### config.mk
export PLATFORM = sky130hd
export DESIGN_NAME = switch_csdf
export DESIGN_NICKNAME = d
export VERILOG_FILES = /design/src/rtl/switch_csdf.sv
export SDC_FILE = /design/constraint.sdc
export NUM_CORES = 1
export LEC_CHECK = 0
export BUFFER_PORTS_ARGS = -buffer_cell sky130_fd_sc_hd__buf_2
export CORE_MARGIN = 10
export CORE_UTILIZATION = 34
export CTS_CLUSTER_SIZE = 28
export DETAILED_ROUTE_END_ITERATION = 10
export PLACE_DENSITY = 0.69
export SYNTH_ARGS = -nofsm -noshare
export SYNTH_HDL_FRONTEND = slang
export SYNTH_SLANG_ARGS = --single-unit
export TNS_END_PERCENT = 20
### constraint.sdc
create_clock -name ck -period 2.2 [get_ports ck]
set_input_delay 0.66 -clock ck [delete_from_list [all_inputs] [get_ports ck]]
set_output_delay 0.66 -clock ck [all_outputs]
set_load 0.05 [all_outputs]
### src/rtl/switch_csdf.sv
// switch_csdf: cyclo-static dataflow SWITCH actor.
// Each firing pops one select token from the control FIFO, then one data token
// from the data FIFO, then writes the data token to the output FIFO chosen by
// the select. Inputs face FIFO read sides and outputs face FIFO write sides.
// Optional build macro SWITCH_CSDF_ERRCNT_EN adds an 8-bit saturating err_cnt
// output. It counts data tokens dropped because their select was out of range.
//
// state   | meaning
// S_SEL   | phase 0: pop a select token when the control FIFO is not empty
// S_DATA  | phase 1: pop the data token; drop it if the select was out of range
// S_WRITE | phase 2: write the data token to the selected port once it has room
module switch_csdf #(
  parameter int WIDTH = 8,
  parameter int PORTS = 2,
  parameter int SELW  = $clog2(PORTS)
) (
  input  logic                   ck,
  input  logic                   rst,
  input  logic [1:0]             in_empty,
  output logic [1:0]             in_read,
  input  logic [WIDTH-1:0]       in_sel,
  input  logic [WIDTH-1:0]       in_data,
  input  logic [PORTS-1:0]       out_full,
  output logic [PORTS-1:0]       out_wr,
  output logic [PORTS*WIDTH-1:0] out_data
`ifdef SWITCH_CSDF_ERRCNT_EN
  ,
  output logic [7:0]             err_cnt
`endif
);

  typedef enum logic [1:0] {
    S_SEL   = 2'd0,
    S_DATA  = 2'd1,
    S_WRITE = 2'd2
  } state_t;

  // Widened by one bit so the range check covers the full token width
  localparam logic [WIDTH:0] LP_PORTS = (WIDTH+1)'(PORTS);

  state_t           r_state;
  state_t           w_state_nxt;
  logic [SELW-1:0]  r_sel;
  logic             r_valid;
  logic [WIDTH-1:0] r_data;

  logic             w_sel_in_range;
  logic             w_pop_sel;
  logic             w_pop_data;
  logic             w_dst_full;
  logic [PORTS-1:0] w_dst_onehot;

  // Range check uses the whole select token, not just the bits kept in r_sel
  assign w_sel_in_range = ({1'b0, in_sel} < LP_PORTS);

  // Decode the latched select into a one-hot destination mask
  always_comb begin
    w_dst_onehot = '0;
    for (int k = 0; k < PORTS; k++) begin
      if (r_sel == SELW'(k)) begin
        w_dst_onehot[k] = 1'b1;
      end
    end
  end

  // Only the destination port's full flag can stall the write
  assign w_dst_full = |(w_dst_onehot & out_full);

  // Next-state and strobe logic. The strobes follow the current-cycle flags.
  // Reset suppresses every strobe so that no handshake completes.
  always_comb begin
    w_state_nxt = r_state;
    in_read     = '0;
    out_wr      = '0;
    w_pop_sel   = 1'b0;
    w_pop_data  = 1'b0;
    if (!rst) begin
      case (r_state)
        S_SEL: begin
          w_pop_sel  = ~in_empty[0];
          in_read[0] = ~in_empty[0];
          if (w_pop_sel) begin
            w_state_nxt = S_DATA;
          end
        end
        S_DATA: begin
          w_pop_data = ~in_empty[1];
          in_read[1] = ~in_empty[1];
          if (w_pop_data) begin
            w_state_nxt = r_valid ? S_WRITE : S_SEL;
          end
        end
        S_WRITE: begin
          out_wr = w_dst_onehot & ~out_full;
          if (!w_dst_full) begin
            w_state_nxt = S_SEL;
          end
        end
        default: begin
          w_state_nxt = S_SEL;
        end
      endcase
    end
  end

  // State register plus the latched select and data tokens.
  // A reset in mid-firing discards both tokens.
  always_ff @(posedge ck) begin
    if (rst) begin
      r_state <= S_SEL;
      r_sel   <= '0;
      r_valid <= 1'b0;
      r_data  <= '0;
    end else begin
      r_state <= w_state_nxt;
      if (w_pop_sel) begin
        r_sel   <= in_sel[SELW-1:0];
        r_valid <= w_sel_in_range;
      end
      if (w_pop_data) begin
        r_data <= in_data;
      end
    end
  end

  // Every slot carries the latched data; out_wr alone marks which slot is live
  assign out_data = {PORTS{r_data}};

`ifdef SWITCH_CSDF_ERRCNT_EN
  logic [7:0] r_err_cnt;

  // Count tokens dropped for an out-of-range select, saturating at 255
  always_ff @(posedge ck) begin
    if (rst) begin
      r_err_cnt <= '0;
    end else if (w_pop_data && !r_valid && (r_err_cnt != 8'hFF)) begin
      r_err_cnt <= r_err_cnt + 8'd1;
    end
  end

  assign err_cnt = r_err_cnt;
`endif

endmodule
==> results.md <==
* Vias per cell at around 4.6
* Synth unique cells at 18
* Flops & latches, synth at 12
* Ant diodes at 0
* Sequential share of power at 45.8%
* Clock-pin slew on the worst setup and hold paths at about 0.070 ns
* Tcrit/Tclk final at about 94%
* Hold Crit Class: reg -> reg
* Fraction of layout cells with a size suffix above 1 at roughly 53%
* Cells on worst reg2reg path at 4
* Post-Syn Instances at between 60 and 70
* Crit Path Category: in -> out
* Cell Int Power at 0.362 mW
* Slew @ Worst Pin at ~0.31 ns
* CTS Sinks at 12
* Worst path slowest cell: buf_2
* Switching share of power at between 20 and 30%
* Die Y at just over 60 µm
* FF/Latch Area at 240 µm²
* Max incr delay on CP at 0.28 ns
* Fin. max-slew vios at 0
* CP most frequent cell: buf_2
* Setup Fix Bufs, Post-CTS at 0
* CP Cell Sequence: buf_2 -> inv_1 -> nand3_1 -> nor3b_2 -> buf_2
* Die X at between 60 and 70 µm
* Power share of the clock group at roughly 33%
* Fin. Hold Viols at 0
* Max frequency at 485 MHz
* Met1 Use GR at 10.3%
* Post-route insts no fill at between 100 and 150
* Clock Latency Late Sink at between 0.2 and 0.3 ns
* Remaining global-route overflow at 0
* Met2 usage at a little over a tenth
* Combinational power share at a little over a fifth
* Syn avg cell area at roughly 9.2 µm²
* Synth-to-layout area growth at 33.4%
* Routed vias at 524
* Fin crit period at slightly above 2 ns
* Worst slew margin at between 70% and 80%
* Most Used Layer, Global Route: met2
* Pwr dens at roughly 660 nW/µm²
* Synth Cell Area at ~570 µm²
* Dpl hpwl at ~1.2 mm
* GPL Wtd Cong at around 0.77
* Worst-path maximum fanout at 3
* Switching power at 0.143 mW
* CTS Buf Count at 3
* DRC at 0
* RSZ-0062 raised after global routing: false
* Cell Rows at 14
* Final setup fails at 0
* Status: finished clean
* Clk_skew at about 0.0025 ns
* Static Leak at 0.394 nW
* Post-Place Cells at around 110
* Bufs on Longest Clock Path at 2
* Final nets at 120
* Yosys Warn Count at 0
* # H-tree levels at 1
* Worst vdd ir at 0.420 mV
* Vias in the first global route at approximately 570
* Avg WL per Cell at around 13 µm
* PortBufs at 41
* Initial Util at around 37%
* Largest net degree at the start of global routing at 12
* Crit. End Element: primary output
* Initial antenna violation count at 0
* Full die area at 3730 µm²
* Iter 0 DRT Violations at 3
* Multi-input logic area at approximately 240 µm²
* Core ar. at roughly 1500 µm²
* Root Driver: clkbuf_4
* FILL cells at 159
* CTS tree: built
* Startpoint type of the worst setup path: input pin
* Final ANT Viol Nets at 0
* Syn Nets at between 80 and 90
* Arrival @ worst endpoint at 1.40 ns
* Worst Hold Depth at 2
* Post_cts resized at 0
* Post-synthesis sequential area ratio at between 40% and 50%
* First-pass GRT wire length at between 2 and 2.5 mm
* GR Util met3 at just over 5%
* PnR Total Power at between 0.5 and 0.6 mW
* I/O pin count at 42
* Gr usage total at 7.96%
* # Max-Cap Violations at 0
* Required @ worst endpoint at between 1.5 and 2 ns
* Post-Route WL at ~1.5 mm
* DRT Pass-1 Iters at 4
* Post-CTS Hold Fix Bufs at 0
-- cell type report --
type	instances	area share, %
multi-input combinational	36	31.4
sequential	12	31.4
inverter	2	0.982
timing repair buffer	43	28.8
tap	16	2.62
clock buffer	4	4.75
-- synthesized netlist by cell type --
library cell   n  area share, %
mux2i_1        9             16
inv_1          2            1.3
buf_6          1            2.0
clkbuf_1       1           0.65
nor3b_2        1            2.2
o21ai_0        1           0.87
a21oi_1        1           0.87
nor4_1         2            2.2
nor3b_1        1            1.3
nand3_1        2            1.7
nor3_1         4            3.5
and2_2         1            1.3
buf_4         10             13
nand2_1        1           0.65
dfxtp_1       12             42
a32oi_1        1            1.5
nor2_1        11            7.2
mux2_2         1            2.0
-- flip-flops by register name, summed over array words and instances, names as in the netlist --
name	cells
r_valid	1
r_sel	1
r_data	8
r_state	2
-- metal layers --
metal | wire [µm] | vias to the layer above | share of wire [%]
met5 | 0 | - | 0
met4 | 6 | 0 | 0.40
met3 | 281 | 2 | 19
met2 | 513 | 35 | 34
met1 | 700 | 215 | 47
li1 | - | 272 | -
-- metrics by stage --
| stage | util [%] | TNS (ns) | cell area [µm²] | setup slack [ns] | hold WS, ns |
|---|---|---|---|---|---|
| CTS | 49.6 | 0 | 764 | 0.133 | 0.489 |
| finish | 49.6 | 0 | 764 | 0.139 | 0.487 |
| detailed placement | 47.2 | 0 | 728 | 0.135 | 0.478 |
| floorplan | - | -0.345 | 578 | -0.345 | 0.436 |
| global placement | 47.2 | 0 | 728 | 0.162 | 0.474 |
| global route | 49.6 | 0 | 764 | 0.00241 | 0.508 |
-- cell families after synthesis --
family,Yosys count,share of synthesized area [%]
AO/OA/AOI/OAI,3,3.27
multiplexers,10,17.7
buffers and inverters,14,17.0
AND/OR/NAND/NOR,23,20.1
flip-flops,12,41.9
-- power by group through the flow --
stage	combinational [mW]	sequential (mW)	clock, mW
after global routing	0.116	0.233	0.186
after floorplan	0.0619	0.255	0
after CTS	0.109	0.232	0.171
after global placement	0.107	0.236	0
after detailed placement	0.108	0.236	0
final	0.107	0.231	0.166
-- worst paths after layout --
path,from,to,slack (ns)
min,r_valid$_SDFFE_PP0P_,r_valid$_SDFFE_PP0P_,0.49
max reg2reg,r_state[0]$_SDFFE_PP0P_,r_data[2]$_SDFFE_PP0P_,0.99
max,rst,out_wr[1],0.14
min reg2reg,r_valid$_SDFFE_PP0P_,r_valid$_SDFFE_PP0P_,0.49
-- cells in the final DEF (no fill, tap or decap) --
cell type	n
a21oi_1	1
a32oi_1	1
and2_2	1
buf_2	41
buf_4	2
clkbuf_4	3
clkbuf_8	1
dfxtp_1	12
inv_1	2
mux2_2	1
mux2i_1	9
nand2_1	1
nand3_1	2
nor2_1	11
nor3_1	4
nor3b_2	2
nor4_1	2
o21ai_0	1
-- critical path, delay by kind of cell --
family | cells | cell delay (ns)
and+or+nand+nor | 2 | 0.28
buffers and inverters | 3 | 0.47
Note: power is estimated with default switching activity, not from simulation.
